--- src/rtl/uart_pkg.sv ---
// Shared definitions for the UART receiver: FSM state encoding and default bit timing.
package uart_pkg;

    localparam int DEFAULT_CLKS_PER_BIT = 10;

    typedef enum logic [2:0] {
        IDLE      = 3'd0,
        START     = 3'd1,
        DATA      = 3'd2,
        STOP      = 3'd3,
        WAIT_HIGH = 3'd4
    } state_t;

endpackage

--- src/rtl/sync_2ff.sv ---
// Two-flop synchronizer for an asynchronous input; both flops reset to the idle-high level.
module sync_2ff (
    input  logic clk,
    input  logic rst,
    input  logic din,
    output logic dout
);

    logic meta_reg;
    logic sync_reg;

    always_ff @(posedge clk or posedge rst) begin
        if (rst) begin
            meta_reg <= 1'b1;
            sync_reg <= 1'b1;
        end else begin
            meta_reg <= din;
            sync_reg <= meta_reg;
        end
    end

    assign dout = sync_reg;

endmodule

--- src/rtl/uart_receiver.sv ---
// 8N1 UART receiver: mid-bit sampling driven by a bit-cycle counter, with framing-error detection.
module uart_receiver
    import uart_pkg::*;
#(
    parameter int CLKS_PER_BIT = DEFAULT_CLKS_PER_BIT
) (
    input  logic       clk,
    input  logic       rst,
    input  logic       rx,
    output logic [7:0] data_out,
    output logic       data_valid,
    output logic       frame_error,
    output logic       busy
);

    localparam int CW = $clog2(CLKS_PER_BIT);
    localparam logic [CW-1:0] FULL_LAST = CW'(CLKS_PER_BIT - 1);
    localparam logic [CW-1:0] HALF_LAST = CW'(CLKS_PER_BIT / 2 - 1);

    logic          rx_s;
    state_t        state_reg,  state_next;
    logic [CW-1:0] cnt_reg,    cnt_next;
    logic [2:0]    idx_reg,    idx_next;
    logic [7:0]    shift_reg,  shift_next;
    logic [7:0]    data_reg,   data_next;
    logic          valid_reg,  valid_next;
    logic          ferr_reg,   ferr_next;

    sync_2ff u_sync (
        .clk  (clk),
        .rst  (rst),
        .din  (rx),
        .dout (rx_s)
    );

    always_comb begin
        state_next = state_reg;
        cnt_next   = cnt_reg;
        idx_next   = idx_reg;
        shift_next = shift_reg;
        data_next  = data_reg;
        valid_next = 1'b0;
        ferr_next  = 1'b0;
        case (state_reg)
            IDLE: begin
                if (!rx_s) begin
                    cnt_next   = '0;
                    state_next = START;
                end
            end
            START: begin
                // Half a bit in: a line that has gone high again was only a glitch.
                if (cnt_reg == HALF_LAST) begin
                    cnt_next   = '0;
                    idx_next   = '0;
                    state_next = rx_s ? IDLE : DATA;
                end else begin
                    cnt_next = cnt_reg + CW'(1);
                end
            end
            DATA: begin
                if (cnt_reg == FULL_LAST) begin
                    cnt_next            = '0;
                    shift_next[idx_reg] = rx_s;
                    if (idx_reg == 3'd7) begin
                        state_next = STOP;
                    end else begin
                        idx_next = idx_reg + 3'd1;
                    end
                end else begin
                    cnt_next = cnt_reg + CW'(1);
                end
            end
            STOP: begin
                // Leaving at mid-stop-bit lets an immediately following start bit be caught.
                if (cnt_reg == FULL_LAST) begin
                    cnt_next = '0;
                    if (rx_s) begin
                        data_next  = shift_reg;
                        valid_next = 1'b1;
                        state_next = IDLE;
                    end else begin
                        ferr_next  = 1'b1;
                        state_next = WAIT_HIGH;
                    end
                end else begin
                    cnt_next = cnt_reg + CW'(1);
                end
            end
            WAIT_HIGH: begin
                if (rx_s) begin
                    state_next = IDLE;
                end
            end
            default: begin
                state_next = IDLE;
            end
        endcase
    end

    always_ff @(posedge clk or posedge rst) begin
        if (rst) begin
            state_reg <= IDLE;
            cnt_reg   <= '0;
            idx_reg   <= '0;
            shift_reg <= '0;
            data_reg  <= '0;
            valid_reg <= 1'b0;
            ferr_reg  <= 1'b0;
        end else begin
            state_reg <= state_next;
            cnt_reg   <= cnt_next;
            idx_reg   <= idx_next;
            shift_reg <= shift_next;
            data_reg  <= data_next;
            valid_reg <= valid_next;
            ferr_reg  <= ferr_next;
        end
    end

    assign data_out    = data_reg;
    assign data_valid  = valid_reg;
    assign frame_error = ferr_reg;
    assign busy        = (state_reg != IDLE);

endmodule

--- config.mk ---
export PLATFORM = sky130hd
export DESIGN_NAME = uart_receiver
export DESIGN_NICKNAME = d
export VERILOG_FILES = /design/src/rtl/uart_pkg.sv /design/src/rtl/sync_2ff.sv /design/src/rtl/uart_receiver.sv
export SDC_FILE = /design/constraint.sdc
export NUM_CORES = 1
export LEC_CHECK = 0
export ABC_AREA = 1
export CAP_MARGIN = 20
export CELL_PAD_IN_SITES_DETAIL_PLACEMENT = 0
export CELL_PAD_IN_SITES_GLOBAL_PLACEMENT = 1
export CORE_MARGIN = 4
export CORE_UTILIZATION = 46
export DETAILED_ROUTE_END_ITERATION = 10
export PLACE_DENSITY_LB_ADDON = 0.1
export SLEW_MARGIN = 25
export SYNTH_ARGS = -nofsm -noshare
export SYNTH_HDL_FRONTEND = slang
export SYNTH_HIERARCHICAL = 1
export SYNTH_SLANG_ARGS = --single-unit
--- constraint.sdc ---
create_clock -name clk -period 4.4 [get_ports clk]
set_input_delay 0.66 -clock clk [delete_from_list [all_inputs] [get_ports clk]]
set_output_delay 0.66 -clock clk [all_outputs]
set_load 0.02 [all_outputs]
== Word-level counts from Yosys, hierarchy flattened ==
Cells that the tools add are included.

* Register bits after elaboration: 30
* Bits of input ports: 3
* Output and inout bits: 11
* Word-level logic and storage cells: 64

* Add/subtract/negate cells: 2
* Order comparisons: 2
* Equal/unequal tests: 14
* Multiplexer cells: 26
* Reductions and logical operators: 11

{| class="wikitable"
|+ Operator list
! kind !! count
|-
| $mux W3 || 10
|-
| $pmux W3 S5 || 1
|-
| $mux W4 || 3
|-
| $ne A2 B2 Y1 const B || 6
|-
| $pmux W4 S3 || 1
|-
| $bwmux W8 || 1
|-
| $mux W1 || 7
|-
| $eq A3 B2 Y1 const B || 2
|-
| $eq A3 B3 Y1 const B || 2
|-
| $pmux W3 S2 || 1
|-
| $reduce_and A6 Y1 || 1
|-
| $reduce_bool A3 Y1 || 2
|-
| $add A4 B1 Y4 const B || 1
|-
| $eq A4 B3 Y1 const B || 1
|-
| $eq A4 B4 Y1 const B || 1
|-
| $lt A3 B4 Y1 const B || 1
|-
| $reduce_and A2 Y1 || 2
|-
| $reduce_and A4 Y1 || 1
|-
| $add A3 B1 Y3 const B || 1
|-
| $demux W1 S3 || 1
|-
| $eq A3 B1 Y1 const B || 1
|-
| $ge A3 B1 Y1 const B || 1
|-
| $logic_not A3 Y1 || 1
|-
| $reduce_and A3 Y1 || 1
|-
| 5 further kinds || 5
|}

== Depth between registers and ports, before layout ==
Gate-level depths: netlist of the first run.

* Word-level depth: 5
* Gate-level depth with buffers: 9
* Depth with buffers taken out: 9

== By module ==
Netlist of the first run, hierarchy kept.

{| class="wikitable"
|+ Modules (own cells, without submodules)
! module !! instances !! cells an instance !! area each (µm²) !! sequential area each (µm²)
|-
| uart_receiver || 1 || 171 || 1476.4 || 700.7
|-
| sync_2ff || 1 || 3 || 56.3 || 52.6
|}

== Worst setup path after synthesis of the first run ==
Ideal clock, no wire load.

* Kind: flip-flop to output port
* Start: register state_reg[0]
* End: output port busy
* Data arrival time: 0.745 ns
* Required time: 3.740 ns
* Setup slack: 2.995 ns
* Stages on the path, launching flop included: 3
* Path buffers: 0
* Cells stage by stage: dfrtp_1 > nor2_1 > nand2_1

* Longest elaborated chain between the ends: 1

{| class="wikitable"
|+ RTL lines
! what !! line !! RTL
|-
| start: declaration || uart_receiver.sv:21 || <nowiki>state_t state_reg, state_next;</nowiki>
|-
| start signal: assignment || uart_receiver.sv:111 || <nowiki>state_reg <= state_next;</nowiki>
|-
| $reduce_bool A3 Y1 || uart_receiver.sv:124 || <nowiki>assign busy = (state_reg != IDLE);</nowiki>
|-
| end: declaration || uart_receiver.sv:13 || <nowiki>output logic busy</nowiki>
|}

No other way between the ends.

== Worst setup path in the final report of the first run ==
* Start: register state_reg[1]
* End: output port busy

Same word-level chain as after synthesis.

==> summary.md, run 1 <==
| Metric | Value |
|---|---|
| GRT Overall Usage | `0.152` |
| Crit. End Element | `output pin` |
| I/O Pins | `14` |
| R2R cell count | `9` |
| Clk_lat worst skew | `around 0.33 ns` |
| Die H | `65.7 um` |
| Postcts setup bufs | `0` |
| Pre-CTS setup slack | `2.39 ns` |
| Max Cap Viol | `0` |
| Routability Congestion | `0.805` |
| Pwr dens | `489 mW/mm2` |
| Minimum clock period | `2.25 ns` |
| Worst Skew | `0.00670 ns` |
| Worst Max-Slew Pin Slew | `0.584 ns` |
| Initial antenna violation count | `0` |
| Vias post-DR | `1,125` |
| YS warnings | `6` |
| DP Wirelength | `1950 um` |
| Horiz. Die Dim | `between 60 and 70 um` |
| Root buf cell | `clkbuf_4` |
| Hold crit path type | `reg -> reg` |
| Status | `completed` |
| Post-CTS Hold Fix Bufs | `0` |
| Final worst-path cycle share | `0.511` |
| RSZ-0062 raised after global routing | `no` |
| Buffers added on ports | `13` |
| CTS tree | `built` |
| Filler Cell Count | `between 300 and 400` |
| Hold Path Origin | `u_sync/meta_reg` |
| Layout area overhead | `16.8%` |
| Arr. time, crit path | `between 1.5 and 2 ns` |
| Post-route ant nets | `0` |
| Fraction of final layout cells sized beyond drive strength 1 | `0.170` |
| Initial Util | `0.490` |
| Post-synthesis cell type count | `24` |
| Initial DRC Count | `68` |
| Max Transition Viols Final | `0` |
| FP Rows | `20` |
| Crit path max fanout | `6` |
| Core area | `around 0.0031 mm2` |
| Kind of critical path | `reg -> out` |
| CTS Sinks | `30` |
| Hold Path End | `u_sync/dout` |
| Worst reg2reg startpoint | `cnt_reg[1]` |
| Reg2reg setup slack | `2.84 ns` |
| Netlist Area Pre-Place | `0.00153 mm2` |
| DRC errors left | `0` |
| Total power | `0.876 mW` |
| Mapped Cells | `174` |
| Setup tns final | `0 ns` |
| Global-route wire length before repair | `4970 um` |
| Post-CTS Resized | `0` |
| Worst R2R End | `idx_reg[1]` |
| Clock slew at reported path FFs | `0.09 ns` |
| Worst Hold Path Cells | `0` |
| Final setup vio count | `0` |
| CP Data Required Time | `3.74 ns` |
| Cts bufs inserted | `5` |
| P_leak | `0.872 nW` |
| WL/cell | `roughly 11 um` |
| Grt ovf | `0` |
| Layout Nets | `201` |
| Final hold violation count | `0` |
| Vias in the first global route | `1,123` |
| Routed vias/inst | `4.73` |
| Die footprint | `0.00432 mm2` |
| Pin count of the biggest net entering global routing | `29` |
| Avg Inst Size Synth | `between 8 and 9 um2` |
| Htree depth | `2` |
| Number of diodes | `0` |
| Max Freq | `about 0.44 GHz` |
| Seq cells post-synth | `30` |
| Fin worst setup slack | `roughly 2.1 ns` |
| Post-Syn Nets | `182` |
| Peak supply drop | `0.414 mV` |
| First-pass DRT Iterations | `4` |
| Slew HR | `0.610` |
| Clock buffer depth | `2` |
| WL final | `2680 um` |
| Seq/Total Area, Yosys | `0.491` |
| CP Launch Type | `register` |
[critical path, cell delays in order (launching register included)]
cell	delay (ns)
dfrtp_1	0.47
nor2_1	0.19
nand2_1	0.07
clkdlybuf4s50_1	0.54
[cells by family (layout without fill, tap and decap cells)]
| logic type | Yosys count | count (layout) | synth area share |
|---|---|---|---|
| simple gates | 97 | 97 | 0.333 |
| fa+ha+maj | 5 | 5 | 0.0408 |
| xor+xnor | 2 | 2 | 0.0114 |
| compound gates | 17 | 17 | 0.0629 |
| buf+inv | 23 | 43 | 0.0604 |
| flops | 30 | 30 | 0.491 |
[Yosys cell counts (all sizes together)]
cell type | n | area (um2)
ha | 5 | 62.6
o21ai | 14 | 73.8
inv | 21 | 78.8
buf | 1 | 5.00
dfrtp | 28 | 701
nor3 | 1 | 10.0
nand2 | 61 | 249
dfstp | 2 | 52.6
nor2 | 13 | 103
clkinv | 1 | 8.76
xor2 | 2 | 17.5
o211ai | 3 | 22.5
nand4 | 3 | 18.8
nand3 | 19 | 130
[cell type report]
type / instances / area (um2) / area share
clock buffer: 5 / 37.5 / 0.0210
sequential: 30 / 753 / 0.421
timing repair buffer: 13 / 130 / 0.0727
clock inverter: 3 / 40.0 / 0.0224
inverter: 22 / 87.6 / 0.0489
tap: 44 / 55.1 / 0.0307
multi-input combinational: 121 / 687 / 0.384
[per-layer routing]
layer / track usage / vias up / share of wire
met3: 0.0462 / 7 / 0.041
met1: 0.189 / 511 / 0.48
met2: 0.239 / 16 / 0.46
li1: - / 591 / -
met4: 0.0699 / 0 / 0.022
met5: 0 / - / 0
[cells in the final DEF (no fill, tap or decap), types with 4 or more instances in the layout]
cell type,Yosys,final
clkbuf_4,0,5
ha_1,5,5
nand3_1,15,15
dfrtp_1,28,28
inv_1,18,17
o21ai_0,7,7
inv_2,3,4
o21ai_1,6,6
nor2_1,5,5
nand2_1,57,57
clkdlybuf4s50_1,0,13
nor2_4,4,4
[power breakdown]
part           internal (mW)  switching (mW)  total (mW)
Clock                  0.118          0.0959       0.214
Combinational          0.111           0.206       0.317
Sequential             0.307          0.0384       0.345
[through the flow]
stage          cells   util  hold WS, ns  cell area [um2]
2_1_floorplan    174      -        0.345             1530
3_3_place_gp     230  0.548        0.348             1710
3_5_place_dp     230  0.548        0.350             1710
4_1_cts          238  0.572        0.367             1790
5_1_grt          238  0.572        0.372             1790
6_report         238  0.572        0.367             1790
[worst max path at each step]
stage	start	to	cells past startpoint
6_report	state_reg[1]	busy	3
5_1_grt	state_reg[1]	busy	3
4_1_cts	state_reg[1]	busy	3
3_5_place_dp	rst	data_out[2]	2
3_3_place_gp	rst	cnt_reg[1]	2
2_1_floorplan	state_reg[0]	busy	2
Note: power is estimated with default switching activity, not from simulation.
==> run 2, diff against run 1 <==
--- a/config.mk
+++ b/config.mk
@@ -10,7 +10,7 @@
 export CELL_PAD_IN_SITES_DETAIL_PLACEMENT = 0
 export CELL_PAD_IN_SITES_GLOBAL_PLACEMENT = 1
 export CORE_MARGIN = 4
-export CORE_UTILIZATION = 46
+export CORE_UTILIZATION = 38
 export DETAILED_ROUTE_END_ITERATION = 10
 export PLACE_DENSITY_LB_ADDON = 0.1
 export SLEW_MARGIN = 25
==> constraint.sdc (replaced) <==
create_clock -name clk -period 2 [get_ports clk]
set_input_delay 0.3 -clock clk [delete_from_list [all_inputs] [get_ports clk]]
set_output_delay 0.3 -clock clk [all_outputs]
set_load 0.02 [all_outputs]
==> run 2 against run 1 <==
  * Cell area is 2.7% higher
  * Clock power grew to 2.9 times the previous value
  * Sequential share of layout area is 1.1 points lower
  * Register-to-register slack worse by 2.4 ns
  * Power is 140% higher
  * Sequential power is 120% higher
  * Combinational power is 120% higher
  * Clock skew is 0.00077 ns higher
  * First-iteration DRC count is 2.9% higher
  * Hold slack worse by 0.0074 ns
  * Critical path type unchanged
==> summary.md, run 2 (same netlist as run 1, synthesis figures left out) <==
| Metric | Value |
|---|---|
| Status | `completed` |
| Peak supply drop | `0.575 mV (+39%)` |
| Post-route ant nets | `0 (unchanged)` |
| Max Transition Viols Final | `0 (unchanged)` |
| CP Data Required Time | `1.70 ns (-2.04 ns)` |
| Buffers added on ports | `13 (unchanged)` |
| Setup tns final | `0 ns (unchanged)` |
| CTS tree | `built` |
| Global-route wire length before repair | `5360 um (+7.9%)` |
| Routability Congestion | `0.759 (-5.7%)` |
| Crit path max fanout | `6 (unchanged)` |
| Crit. End Element | `output pin` |
| Cts bufs inserted | `5 (unchanged)` |
| CTS Sinks | `30 (unchanged)` |
| Pwr dens | `1130 mW/mm2 (+130%)` |
| Minimum clock period | `1.82 ns` |
| Arr. time, crit path | `1.52 ns (-0.07 ns)` |
| Layout area overhead | `19.9%` |
| Most common cell after layout, fill and taps aside | `nand2_1` |
| Initial DRC Count | `70 (+2.9%)` |
| Core area | `0.00377 mm2 (+21%)` |
| Root buf cell | `clkbuf_8` |
| RSZ-0062 raised after global routing | `no` |
| GRT Overall Usage | `0.136 (-0.0156)` |
| Clk_lat worst skew | `0.28 ns (-0.05 ns)` |
| Vias in the first global route | `1,194 (+6.3%)` |
| Post-CTS Hold Fix Bufs | `0 (unchanged)` |
| Final setup vio count | `0 (unchanged)` |
| Final hold violation count | `0 (unchanged)` |
| WL final | `2880 um (+7.2%)` |
| CP Launch Type | `register` |
| I/O Pins | `14 (unchanged)` |
| Hold crit path type | `reg -> reg` |
| Fraction of final layout cells sized beyond drive strength 1 | `0.165 (-0.00515)` |
| Grt ovf | `0 (unchanged)` |
| Kind of critical path | `reg -> out` |
| Commonest cells after routing, fill and taps aside | `nand2_1, dfrtp_1, inv_1` |
| Clock buffer depth | `2 (unchanged)` |
| Max Cap Viol | `0 (unchanged)` |
| Postcts setup bufs | `0 (unchanged)` |
| Initial antenna violation count | `0 (unchanged)` |
| Worst Max-Slew Pin Slew | `0.387 ns (-0.197 ns)` |
| Layout Nets | `202 (+0.50%)` |
| Die footprint | `0.00511 mm2 (+18%)` |
| Clock slew at reported path FFs | `0.05 ns (-0.04 ns)` |
| Final Core Density | `0.487 (-0.0850)` |
| Worst Skew | `0.00746 ns (+0.000767 ns)` |
| Max Freq | `between 0.5 and 0.6 GHz` |
| Final worst-path cycle share | `0.911` |
| Filler Cell Count | `365 (+20%)` |
| Vias post-DR | `1,155 (+2.7%)` |
| DRC errors left | `0 (unchanged)` |
| Number of diodes | `0 (unchanged)` |
| Htree depth | `2 (unchanged)` |
| Slew HR | `0.740 (+0.129)` |
| Post-CTS Resized | `0 (unchanged)` |
| Die H | `71.5 um (+8.8%)` |
| FP Rows | `22 (+10%)` |
| WL/cell | `11.9 um (+5.5%)` |
| Routed vias/inst | `4.77 (+0.97%)` |
| Pin count of the biggest net entering global routing | `29 (unchanged)` |
| Initial Util | `0.406 (-0.0836)` |
| First-pass DRT Iterations | `4 (unchanged)` |
| DP Wirelength | `2150 um (+11%)` |
| P_leak | `0.890 nW (+2.1%)` |
| Horiz. Die Dim | `71.5 um (+8.8%)` |
## run 2: area by class of cell
| type | instances | area, um2 | share of cell area |
|---|---|---|---|
| clock inverters | 1 | 30.0 | 0.0163 |
| well taps | 48 | 60.1 | 0.0327 |
| inverters | 22 | 87.6 | 0.0477 |
| multi-input cells | 121 | 687 | 0.374 |
| flip-flops and latches | 30 | 753 | 0.410 |
| clock buffers | 6 | 82.6 | 0.0449 |
| repair buffers | 14 | 138 | 0.0749 |
## run 2: layer usage
metal	GRT usage	share of wire	vias to the layer above
met5	0	0	-
met4	0.0564	0.018	0
met3	0.0505	0.046	7
met2	0.214	0.47	21
met1	0.168	0.47	529
li1	-	-	598
## run 2: worst max-delay path: stages, from the launching register on
cell and delay, ns:
dfrtp_1 0.45, nor2_1 0.19, nand2_1 0.07, clkdlybuf4s50_1 0.53
## run 2: report_power, final
part           switching [mW]  total (mW)  internal (mW)
Combinational           0.455       0.700          0.245
Sequential             0.0872       0.764          0.677
Clock                   0.214       0.612          0.398
Total                   0.757        2.08           1.32
## run 2: stage by stage
step / hold slack (ns) / cells / power [mW] / cell area, um2 / worst slack (ns)
2_1_floorplan: 0.212 / 174 / 1.32 / 1530 / 0.604
3_3_place_gp: 0.349 / 235 / 1.46 / 1730 / 0.492
3_5_place_dp: 0.347 / 235 / 1.48 / 1730 / 0.475
4_1_cts: 0.361 / 242 / 2.11 / 1840 / 0.167
5_1_grt: 0.368 / 242 / 2.25 / 1840 / 0.0687
6_report: 0.360 / 242 / 2.08 / 1840 / 0.179
## run 2: path summary, 6_finish.rpt
| check | to | depth (start not counted) | startpoint | slack (ns) |
|---|---|---|---|---|
| min reg2reg | u_sync/dout | 0 | u_sync/meta_reg | 0.36 |
| min in group asynchronous | u_sync/dout | 2 | rst | 0.39 |
| max reg2reg | idx_reg[0] | 9 | cnt_reg[1] | 0.48 |
| max in group asynchronous | idx_reg[0] | 3 | rst | 1.30 |
| max | busy | 3 | state_reg[1] | 0.18 |
| min | u_sync/dout | 0 | u_sync/meta_reg | 0.36 |
==> run 3, diff against run 2 <==
--- a/config.mk
+++ b/config.mk
@@ -5,12 +5,11 @@
 export SDC_FILE = /design/constraint.sdc
 export NUM_CORES = 1
 export LEC_CHECK = 0
-export ABC_AREA = 1
 export CAP_MARGIN = 20
 export CELL_PAD_IN_SITES_DETAIL_PLACEMENT = 0
 export CELL_PAD_IN_SITES_GLOBAL_PLACEMENT = 1
 export CORE_MARGIN = 4
-export CORE_UTILIZATION = 38
+export CORE_UTILIZATION = 40
 export DETAILED_ROUTE_END_ITERATION = 10
 export PLACE_DENSITY_LB_ADDON = 0.1
 export SLEW_MARGIN = 25
==> run 3 against run 2 <==
  * Critical endpoint unchanged
  * Highest routed layer unchanged
  * Hold slack got worse by 0.049 ns
  * Fmax fell by 4.4%
  * Cell area fell by 10%
  * Combinational power fell by 42%
==> summary.md, run 3 <==
| Metric | Value |
|---|---|
| Status | `completed` |
| Routability Congestion | `0.903 (+19%)` |
| Netlist Area Pre-Place | `0.00138 mm2 (-10%)` |
| Initial antenna violation count | `0 (unchanged)` |
| Die H | `66.6 um (-6.8%)` |
| WL final | `2510 um (-13%)` |
| CTS Sinks | `30 (unchanged)` |
| YS warnings | `6 (unchanged)` |
| Htree depth | `2 (unchanged)` |
| Most common cell after layout, fill and taps aside | `dfrtp_1` |
| Crit path max fanout | `7 (+1)` |
| Avg Inst Size Synth | `12.3 um2 (+39%)` |
| Pin count of the biggest net entering global routing | `29 (unchanged)` |
| Worst Max-Slew Pin Slew | `0.356 ns (-0.0305 ns)` |
| R2R cell count | `6 (-3)` |
| Post-CTS Hold Fix Bufs | `0 (unchanged)` |
| Hold crit path type | `in -> async` |
| CP Data Required Time | `1.70 ns (about the same)` |
| Layout area overhead | `19.7%` |
| Layout Nets | `141 (-30%)` |
| Slew HR | `0.761 (+0.0211)` |
| Global-route wire length before repair | `4500 um (-16%)` |
| Top cells by area, synth | `dfrtp_1, mux2_1, ha_1` |
| Post-synthesis cell type count | `31 (+29%)` |
| Pwr dens | `944 mW/mm2 (-16%)` |
| Worst reg2reg startpoint | `cnt_reg[1]` |
| Final Core Density | `0.493 (+0.00605)` |
| Post-Syn Nets | `120 (-34%)` |
| Initial Util | `0.412 (+0.00564)` |
| First-pass DRT Iterations | `4 (unchanged)` |
| Crit. End Element | `output pin` |
| P_leak | `0.839 nW (-5.8%)` |
| Most common cell in the netlist | `dfrtp_1` |
| Post-route ant nets | `0 (unchanged)` |
| Max Freq | `0.525 GHz (-4.4%)` |
| Max Cap Viol | `0 (unchanged)` |
| Arr. time, crit path | `1.61 ns (+0.09 ns)` |
| Root buf cell | `clkbuf_4` |
| Post-synth EDFFs | `0 (unchanged)` |
| Top FF cell, synth | `dfrtp_1` |
| Vias in the first global route | `970 (-19%)` |
| DP Wirelength | `1730 um (-19%)` |
| Synth top area share | `0.510 (+0.0524)` |
| Vias post-DR | `933 (-19%)` |
| Number of diodes | `0 (unchanged)` |
| Postcts setup bufs | `0 (unchanged)` |
| Worst R2R End | `data_out[7]` |
| FP Rows | `21 (-4.5%)` |
| Peak supply drop | `0.581 mV (+1.1%)` |
| Worst Skew | `0.00610 ns (-0.00137 ns)` |
| Grt ovf | `0 (unchanged)` |
| Max Transition Viols Final | `0 (unchanged)` |
| I/O Pins | `14 (unchanged)` |
| Buffers added on ports | `13 (unchanged)` |
| Seq cells post-synth | `30 (unchanged)` |
| Area leader, netlist | `dfrtp_1` |
| Horiz. Die Dim | `66.6 um (-6.8%)` |
| Reg2reg setup slack | `0.23 ns (-0.25 ns)` |
| Cts bufs inserted | `5 (unchanged)` |
| Die footprint | `0.00444 mm2 (-13%)` |
| Clk_lat worst skew | `0.33 ns (+0.05 ns)` |
| Final setup vio count | `0 (unchanged)` |
| Post-synth ARST share | `1.00 (unchanged)` |
| WL/cell | `14.0 um (+18%)` |
| Post-synth top cells | `dfrtp_1, mux2_1, inv_1, nor2_1, nand3_1` |
| Final worst-path cycle share | `0.953 (+0.0420)` |
| Routed vias/inst | `5.18 (+8.6%)` |
| Seq/Total Area, Yosys | `0.548 (+0.0563)` |
| DRC errors left | `0 (unchanged)` |
| Initial DRC Count | `34 (-51%)` |
| CTS tree | `built` |
| Final hold violation count | `0 (unchanged)` |
| CP Launch Type | `register` |
| Setup tns final | `0 ns (unchanged)` |
| Commonest cells after routing, fill and taps aside | `dfrtp_1, mux2_1, clkdlybuf4s50_1` |
| Fraction of final layout cells sized beyond drive strength 1 | `0.164 (-0.000769)` |
| Clock slew at reported path FFs | `0.09 ns (+0.04 ns)` |
| Mapped Cells | `112 (-36%)` |
| GRT Overall Usage | `0.141 (+0.00515)` |
| Kind of critical path | `reg -> out` |
| Minimum clock period | `1.91 ns (+0.0840 ns)` |
| Clock buffer depth | `2 (unchanged)` |
| Core area | `0.00334 mm2 (-12%)` |
run 3: changes by cell type after synthesis, moves of 4 or more:
cell / previous run / this run
nand2_1: 57 / 5
mux2_1: 0 / 16
inv_1: 18 / 8
nand3_1: 15 / 6
o21ai_0: 7 / 1
o21ai_1: 6 / 1
a21oi_1: 0 / 4
nor2_4: 4 / 0
run 3: report_power, final:
| group | internal (mW) | leakage (nW) | total, mW | switching [mW] |
|---|---|---|---|---|
| clock | 0.170 | 0.0353 | 0.375 | 0.205 |
| combinational | 0.185 | 0.398 | 0.405 | 0.219 |
| sequential | 0.678 | 0.405 | 0.774 | 0.0963 |
run 3: repair_timing:
item | 4_1_cts | 5_1_grt
pin swaps | 0 | 0
cloned | 0 | 0
setup endpoints to repair | 1 | 1
resized for setup | 1 | 1
run 3: worst max-delay path by stage:
stage                 start          end  slack, ns
2_1_floorplan    cnt_reg[0]  data_out[0]       0.37
3_3_place_gp     cnt_reg[1]  data_out[7]       0.25
3_5_place_dp     cnt_reg[1]  data_out[7]       0.22
4_1_cts        state_reg[1]         busy       0.03
5_1_grt        state_reg[1]         busy     -0.006
6_report       state_reg[1]         busy       0.09
run 3: logic make-up after synthesis:
family	share of synthesized area
DFF	0.548
AOI/OAI and AO/OA	0.0710
adders and majority gates	0.0455
buffers and inverters	0.0318
and+or+nand+nor	0.165
muxes	0.139
run 3: area by class of cell:
| type | instances | area [um2] |
|---|---|---|
| clock buffer | 7 | 55.1 |
| clock inverter | 1 | 5.00 |
| fill | 324 | 1690 |
| inverter | 8 | 30.0 |
| multi-input combinational | 71 | 586 |
| sequential | 30 | 753 |
| tap | 46 | 57.6 |
| timing repair buffer | 17 | 160 |
run 3: routing by layer:
layer  part of all wire  wire length (um)  track usage
met1               0.42              1070        0.163
met2               0.51              1280        0.229
met3              0.033                82       0.0371
met4              0.032                81       0.0914
met5                  0                 0            0
run 3: per-stage QoR:
stage / hold slack, ns / std cells / instance area (um2) / setup slack, ns / power [mW]
2_1_floorplan: 0.212 / 112 / 1380 / 0.374 / 1.05
3_3_place_gp: 0.346 / 172 / 1580 / 0.247 / 1.16
3_5_place_dp: 0.353 / 172 / 1580 / 0.218 / 1.17
4_1_cts: 0.294 / 180 / 1640 / 0.0324 / 1.57
5_1_grt: 0.312 / 180 / 1650 / -0.00609 / 1.67
6_report: 0.311 / 180 / 1650 / 0.0950 / 1.55
run 3: critical path, cell delays in order (launching register included):
cell and delay, ns:
dfrtp_1 0.49, nor2_4 0.18, nand2_1 0.07, clkdlybuf4s50_1 0.53
